--- config.mk ---
export PLATFORM = sky130hd
export DESIGN_NAME = bus_arbit
export DESIGN_NICKNAME = d
export VERILOG_FILES = /design/src/rtl/bus_pkg.sv /design/src/rtl/bus_hold_cnt.sv /design/src/rtl/bus_arbit.sv
export SDC_FILE = /design/constraint.sdc
export NUM_CORES = 1
export LEC_CHECK = 0
export CAP_MARGIN = 10
export CORE_AREA = 2 2 39 41
export DETAILED_ROUTE_END_ITERATION = 10
export DIE_AREA = 0 0 41 43
export GPL_TIMING_DRIVEN = 1
export SLEW_MARGIN = 10
export SYNTH_ARGS = -nofsm -noshare
export SYNTH_HDL_FRONTEND = slang
export SYNTH_SLANG_ARGS = --single-unit
--- constraint.sdc ---
create_clock -name clk -period 1.4 [get_ports clk]
set_input_delay 0.21 -clock clk [delete_from_list [all_inputs] [get_ports clk]]
set_output_delay 0.21 -clock clk [all_outputs]
set_load 0.03 [all_outputs]
--- src/rtl/bus_pkg.sv ---
// Shared bus definitions: ownership states, arbiter defaults and the bus
// address width, used by the arbiter, the address decoder and the muxes.
package bus_pkg;

    // Bus ownership states; the single state bit doubles as the mux select.
    typedef enum logic {
        ST_M0 = 1'b0,
        ST_M1 = 1'b1
    } bus_state_e;

    // Contended cycles the owner may keep the bus before a forced handover.
    localparam int BUS_MAX_HOLD_DEF = 16;

    // Width of the shared bus address.
    localparam int BUS_ADDR_W = 16;

    // Counter width able to hold 0..max_hold-1, never narrower than one bit.
    function automatic int holdCntWidth(input int maxHold);
        return (maxHold <= 2) ? 1 : $clog2(maxHold);
    endfunction

endpackage

--- src/rtl/bus_hold_cnt.sv ---
// Contention counter for the bus arbiter. Counts consecutive contended
// cycles of the current owner and flags the last cycle it may keep the bus.
module bus_hold_cnt
    import bus_pkg::*;
#(
    parameter int MAX_HOLD = BUS_MAX_HOLD_DEF,
    localparam int CNT_W = holdCntWidth(MAX_HOLD)
) (
    input  logic             clk,
    input  logic             reset_n,
    input  logic             inc,
    input  logic             clr,
    output logic [CNT_W-1:0] hold_cnt,
    output logic             hold_max
);

    localparam logic [CNT_W-1:0] CNT_LAST = CNT_W'(MAX_HOLD - 1);

    logic [CNT_W-1:0] r_cnt;
    logic             w_atLast;

    assign w_atLast = (r_cnt == CNT_LAST);

    // Clear has priority over increment; the count saturates at its last value
    // so it can never wrap even if the handover were somehow suppressed.
    always_ff @(posedge clk or negedge reset_n) begin
        if (!reset_n) begin
            r_cnt <= '0;
        end else if (clr) begin
            r_cnt <= '0;
        end else if (inc && !w_atLast) begin
            r_cnt <= r_cnt + 1'b1;
        end
    end

    assign hold_cnt = r_cnt;
    assign hold_max = w_atLast;

endmodule

--- src/rtl/bus_arbit.sv ---
// Two-master bus arbiter. Ownership parks on M0, transfers on release or
// after MAX_HOLD contended cycles, and exactly one grant is high at all times.
module bus_arbit
    import bus_pkg::*;
#(
    parameter int MAX_HOLD = BUS_MAX_HOLD_DEF
) (
    input  logic clk,
    input  logic reset_n,
    input  logic m0_req,
    input  logic m1_req,
    output logic m0_grant,
    output logic m1_grant,
    output logic m_sel,
    output logic bus_req
);

    localparam int CNT_W = holdCntWidth(MAX_HOLD);

    bus_state_e       r_state;
    bus_state_e       w_nextState;
    logic             r_m0Grant;
    logic             r_m1Grant;
    logic             w_contend;
    logic             w_switch;
    logic             w_holdInc;
    logic             w_holdClr;
    logic             w_holdMax;
    logic [CNT_W-1:0] w_holdCnt;

    assign w_contend = m0_req && m1_req;

    // Next owner: release-driven handover, or forced handover once the owner
    // has used up its contended hold; M1 releasing always parks on M0.
    always_comb begin
        w_nextState = r_state;
        case (r_state)
            ST_M0: begin
                if ((!m0_req && m1_req) || (w_contend && w_holdMax)) begin
                    w_nextState = ST_M1;
                end
            end
            ST_M1: begin
                if (!m1_req || (w_contend && w_holdMax)) begin
                    w_nextState = ST_M0;
                end
            end
        endcase
    end

    assign w_switch  = (w_nextState != r_state);
    assign w_holdInc = w_contend;
    assign w_holdClr = !w_contend || w_switch;

    bus_hold_cnt #(
        .MAX_HOLD (MAX_HOLD)
    ) u_hold_cnt (
        .clk      (clk),
        .reset_n  (reset_n),
        .inc      (w_holdInc),
        .clr      (w_holdClr),
        .hold_cnt (w_holdCnt),
        .hold_max (w_holdMax)
    );

    // Ownership FSM with registered grants, so requests never reach the
    // grants combinationally and reset lands straight on M0 ownership.
    always_ff @(posedge clk or negedge reset_n) begin
        if (!reset_n) begin
            r_state   <= ST_M0;
            r_m0Grant <= 1'b1;
            r_m1Grant <= 1'b0;
        end else begin
            r_state   <= w_nextState;
            r_m0Grant <= (w_nextState == ST_M0);
            r_m1Grant <= (w_nextState == ST_M1);
        end
    end

    assign m0_grant = r_m0Grant;
    assign m1_grant = r_m1Grant;
    assign m_sel    = r_m1Grant;

    // The decoder only sees the owner's request, so a handover cycle where
    // the owner has already dropped its request shows no select.
    assign bus_req = r_m0Grant ? m0_req : m1_req;

    // Sanity checks on ownership and counter range while out of reset.
    a_oneGrant: assert property (@(posedge clk) disable iff (!reset_n)
        (r_m0Grant ^ r_m1Grant));
    a_holdBound: assert property (@(posedge clk) disable iff (!reset_n)
        (w_holdCnt <= CNT_W'(MAX_HOLD - 1)));

endmodule

======== Yosys cells after proc, flatten, opt, wreduce, memory -nomap -nowiden ========
Cells that the tools add are included.
operators by class
  bitwise gates (word level) .............. 2
  equality and inequality tests ........... 2
  $add $sub $neg .......................... 1
  multiplexer cells ....................... 6
  reduce and logical (&&, ||, !) cells .... 12
operators by type and width
  operator                                     number
  two-way mux 4 bit                            2
  adder 4 x 1 -> 4 bit, second input constant  1
  equality test 4 bit, second input constant   1
  logical AND 1 bit                            4
  zero test 1 bit                              4
  logical OR 1 bit                             3
  two-way mux 1 bit                            3
  NOT 1 bit                                    2
  one-hot mux 1 bit (2 select lines)           1
  nonzero test 2 bit                           1
  != test 1 bit                                1
word-level totals
  bits of input ports ..................... 4
  output and inout bits ................... 4
  flip-flop bits (word level) ............. 6

======== Longest topological paths before layout ========
  word-level depth ........................ 8
  depth in mapped cells ................... 4
  gate-level depth less buffers ........... 4

======== By module ========
From an unflattened synthesis, not the netlist that was laid out.
second synthesis, totals
  cell total of the unflattened synthesis .. 30
  area total of the unflattened synthesis .. 339.1 µm²
by module, submodules not included
  module        sequential area each (µm²)  area an instance (µm²)  cells an instance  times used
  bus_hold_cnt  100.1                       229.0                   20                 1
  bus_arbit     51.3                        110.1                   10                 1

======== Worst setup path before layout ========
Ideal clock, no wire load.
  path kind ............................... flip-flop to output port
  start ................................... register r_m0Grant (netlist: m0_grant)
  end ..................................... output port bus_req
  slack ................................... 0.150 ns
  stages on the path, launching flop included .. 2
  buffers on the path ..................... 0
  arrival time ............................ 1.040 ns
  data required time ...................... 1.190 ns
  cells stage by stage .................... dfstp_2 > mux2_2
on the way
  word-level cells in the longest chain between the ends .. 1
RTL lines
  what                      RTL line         text
  start: declaration        bus_arbit.sv:22  logic r_m0Grant;
  start signal: assignment  bus_arbit.sv:75  r_m0Grant <= (w_nextState == ST_M0);
  two-way mux 1 bit         bus_arbit.sv:86  assign bus_req = r_m0Grant ? m0_req : m1_req;
  end: declaration          bus_arbit.sv:15  output logic bus_req
Every way passes these cells.

======== Worst setup path after layout ========
Same ends and word-level chain as after synthesis.

==> run summary <==
The flow ran to the end, but the final reports show violations. The checks that failed: negative setup slack. The ratio of final minimum period to clock period is 101%.

The DRC marker count from the first detailed-route iteration is 2. The worst setup path is launched from a flop. The number of top-level pins came out at 8. The adder-cell share of the synthesized area is between 4 and 5%.

The worst register-to-register path ends at m1_grant. Broken down by cell family, the worst path's largest delay share belongs to flip-flops. The post-synthesis instance area came out at approximately 270 sq um. The sequential standard cell area came out at 151 sq um. The leakage power came out at approximately 0.2 nW. The share of the yosys chip area belonging to registers came out at between 50% and 60%.

The number of nets still failing antenna checks after routing is 0. The floorplan step defined a die boundary enclosing between 1500 and 2000 sq um. The biggest cell delay along the critical path is 530 ps.

After detailed routing, the total wire length is ~470 um. The data arrival time at the worst-slack endpoint is between 1000 and 1500 ps. The average footprint of a synthesized cell came out at between 10 and 15 sq um. The clock buffer count from CTS is 3. The die height came out at 43 um. TritonCTS built the clock tree. The clock sink total is 6. The repair_antennas step left the layout with diodes totalling 0. The detailed-routing iteration count for the pre-antenna-repair pass is 2. The number of placement rows is 14. Detailed placement finished with a half-perimeter wire length of about 330 um. The routed length per instance came out at roughly 9.3 um. The biggest fanout along the worst timing path is 2. The pin count of the biggest net entering global routing came out at 7. The final cell count without fillers came out at 50.

Following the worst setup path forward leads to its endpoint at bus_req. The required arrival time at the worst endpoint is 1190 ps. Setup repair after global routing could not meet its margin everywhere. The number of standard cells after synthesis is 22. The fraction of layout instances using a drive strength above 1 is a little over a quarter. Traced cell by cell, the critical path runs through mux2_4, buf_6. The via count normalized by instance count came out at about 4.0. Setup slack on the worst reg-to-reg path comes out at ~280 ps. The transition time at the pin with the least slew margin is ~300 ps. The share of the synthesized netlist area taken by xor and xnor gates is under 10%.

CTS built an H-tree with a depth of 1. Across every metal layer, demand over resource in global routing totals 7.49%. Subtracting the final worst setup slack from the clock period gives roughly 1400 ps.

Measured against its own limit, the worst slew margin works out to between 80% and 90%. Summing all multi-input logic gate instances after layout gives approximately 110 sq um. Among all stages on the critical path, the largest delay is contributed by sky130_fd_sc_hd__dfstp_2. The core footprint is roughly 1400 sq um. The power density relative to cell area came out at between 1000 and 1500 nW/um^2. The worst register-to-register path begins at u_hold_cnt.hold_cnt[0]. The Yosys step of the flow raised 0 warnings. The number of synthesized register bits came out at 6. The number of buffer and inverter stages on the critical path came out at 1. The number of antenna violations at the first check in global routing came out at 0. The peak ir drop on the vdd network came out at roughly 0.42 mV. The cell at the root of the clock tree is sky130_fd_sc_hd__clkbuf_4. The final number of max-transition violations came to 0. The critical path launch point is m0_grant. The number of buffers added on ports is 7. The number of nets in the synthesized netlist came out at 27. The total via count in the routed design is 200. The instance count on the critical path is 2.

In this run the deepest clock path goes through 2 buffers. The path class of the tightest hold or removal check is in2async. Derived from the worst setup path, the maximum achievable clock frequency is between 700 and 800 MHz. The insertion delay of the later-clocked pin in the worst-skew pair came out at 240 ps.

At the end of the flow, the number of nets in the layout was 40. The setup path with the least slack is of type reg2out. The depth of the worst register-to-register path came out at 4. Of the post-synthesis cell area, the part taken by muxes is 4.21%. Measured along the x axis, the die boundary spans slightly above 40 um. The worst setup path is captured at an output port. The DRC violations left came out at 0. The number of max-cap violations came out at 0.

Clock-pin slew was measured on the worst setup and hold paths at 50 ps. The clock skew after layout is roughly 1.3 ps. The number of distinct library cells after synthesis came out at 13.

Once the floorplan was initialized, standard cells occupied 19.3% of the core. The first global-routing pass estimated a little under 800 um of wire. Across all setup checks in the final design, the least slack found is -19.2 ps.

After synthesis, the largest family of logic cells by area is simple AND/OR/NAND/NOR gates. After detailed placement, the design holds a cell count of 46. The aggregate global routing overflow is 0. The count of filler cells inserted in the layout came out at about 150. The complex-gate fraction of the synthesized area came out at 6.54%. The layout-stage area growth over the synthesis result is 46.7%. The total power of the final layout is between 0.4 and 0.5 mW. The count of endpoints failing hold in the final timing report came out at 0. Routability-driven placement finished with a final weighted congestion of 0.701.

The share of synthesized cell area in and, or, nand and nor gates is around 14%. The total of endpoints with negative setup slack in the final report is 1. The number of global-route vias before repair is 187.
==> synthesized netlist by cell type <==
library cell | number | share of area (%)
sky130_fd_sc_hd__inv_1 | 1 | 1.4
sky130_fd_sc_hd__a21boi_1 | 1 | 2.8
sky130_fd_sc_hd__dfrtp_1 | 5 | 47
sky130_fd_sc_hd__nand3_2 | 1 | 3.7
sky130_fd_sc_hd__nand3_1 | 2 | 3.7
sky130_fd_sc_hd__and3_1 | 1 | 2.3
sky130_fd_sc_hd__dfstp_2 | 1 | 9.8
sky130_fd_sc_hd__xor2_1 | 3 | 9.8
sky130_fd_sc_hd__mux2_2 | 1 | 4.2
sky130_fd_sc_hd__buf_4 | 1 | 2.8
sky130_fd_sc_hd__a21bo_1 | 1 | 3.7
sky130_fd_sc_hd__ha_1 | 1 | 4.7
sky130_fd_sc_hd__nor2_1 | 3 | 4.2
==> registers in the layout (all words and copies together), names as in the netlist <==
register             cells
u_hold_cnt.hold_cnt      4
m0_grant                 1
m1_grant                 1
==> cells by family after synthesis <==
family / after synthesis
mux: 1
fa+ha+maj: 1
flops: 6
simple gates: 7
xor+xnor: 3
compound gates: 2
buf+inv: 2
==> how the worst min path moves through the flow <==
stage / start / slack (ps) / end
after floorplan: reset_n / -90 / m1_grant
after detailed placement: u_hold_cnt.hold_cnt[0] / 450 / u_hold_cnt.hold_cnt[0]
final: reset_n / 210 / u_hold_cnt.hold_cnt[2]
after global placement: u_hold_cnt.hold_cnt[0] / 450 / u_hold_cnt.hold_cnt[0]
after CTS: reset_n / 210 / u_hold_cnt.hold_cnt[1]
after global routing: reset_n / 220 / u_hold_cnt.hold_cnt[2]
==> per-stage QoR <==
| stage | setup TNS (ps) | hold WS [ps] | instance area (sq um) | util [%] | setup WS (ps) |
|---|---|---|---|---|---|
| finish | -19.2 | 208 | 393 | 28.4 | -19.2 |
| global route | -87.1 | 219 | 393 | 28.4 | -56.1 |
| CTS | -32.4 | 208 | 393 | 28.4 | -32.4 |
| detailed placement | 0 | 454 | 363 | 26.2 | 21.5 |
| global placement | 0 | 453 | 363 | 26.2 | 24.1 |
| floorplan | 0 | -85.6 | 268 | - | 150 |
==> worst reg2reg max path, delay by kind of cell (launching register included) <==
kind,cells,cell delay [ps]
adder cells (fa/ha/maj),1,240
AND/OR/NAND/NOR,1,90
XOR/XNOR,1,190
AO/OA/AOI/OAI,1,90
flip-flops,1,390
==> what timing repair did <==
| item | 4_1_cts | 5_1_grt |
|---|---|---|
| buffers inserted | 0 | 0 |
| gates resized for setup | 5 | 0 |
| hold buffers | 0 | 0 |
| pin swaps | 0 | 0 |
| endpoints found under the setup margin | 4 | 2 |
==> area by class of cell <==
class / count / area share, %
Tap cell: 16 / 5.10
Multi-Input combinational cell: 14 / 27.7
Clock buffer: 4 / 6.69
Timing Repair Buffer: 9 / 21.0
Inverter: 1 / 0.955
Sequential cell: 6 / 38.5
==> placed cells by master, fill, tap and decap left out, types with 2 or more instances in the layout <==
master / instances
sky130_fd_sc_hd__dfrtp_1: 5
sky130_fd_sc_hd__xor2_1: 3
sky130_fd_sc_hd__nor2_1: 3
sky130_fd_sc_hd__clkbuf_4: 3
sky130_fd_sc_hd__clkdlybuf4s50_1: 3
sky130_fd_sc_hd__dlygate4sd2_1: 3
sky130_fd_sc_hd__nand3_1: 2
sky130_fd_sc_hd__buf_4: 2
==> where the power goes <==
group	switching, mW	internal, mW
clock network	0.0669	0.108
registers	0.00472	0.182
logic	0.0344	0.0306
==> per-layer routing <==
layer  track usage [%]  routed length (um)  up-vias
li1                  -                   -       96
met5                 0                   0        -
met4              6.00                   0        0
met2              8.44                 200        8
met3              6.28                  50        0
met1              8.58                 216       96
No activity file was read; power rests on OpenSTA's default activity.
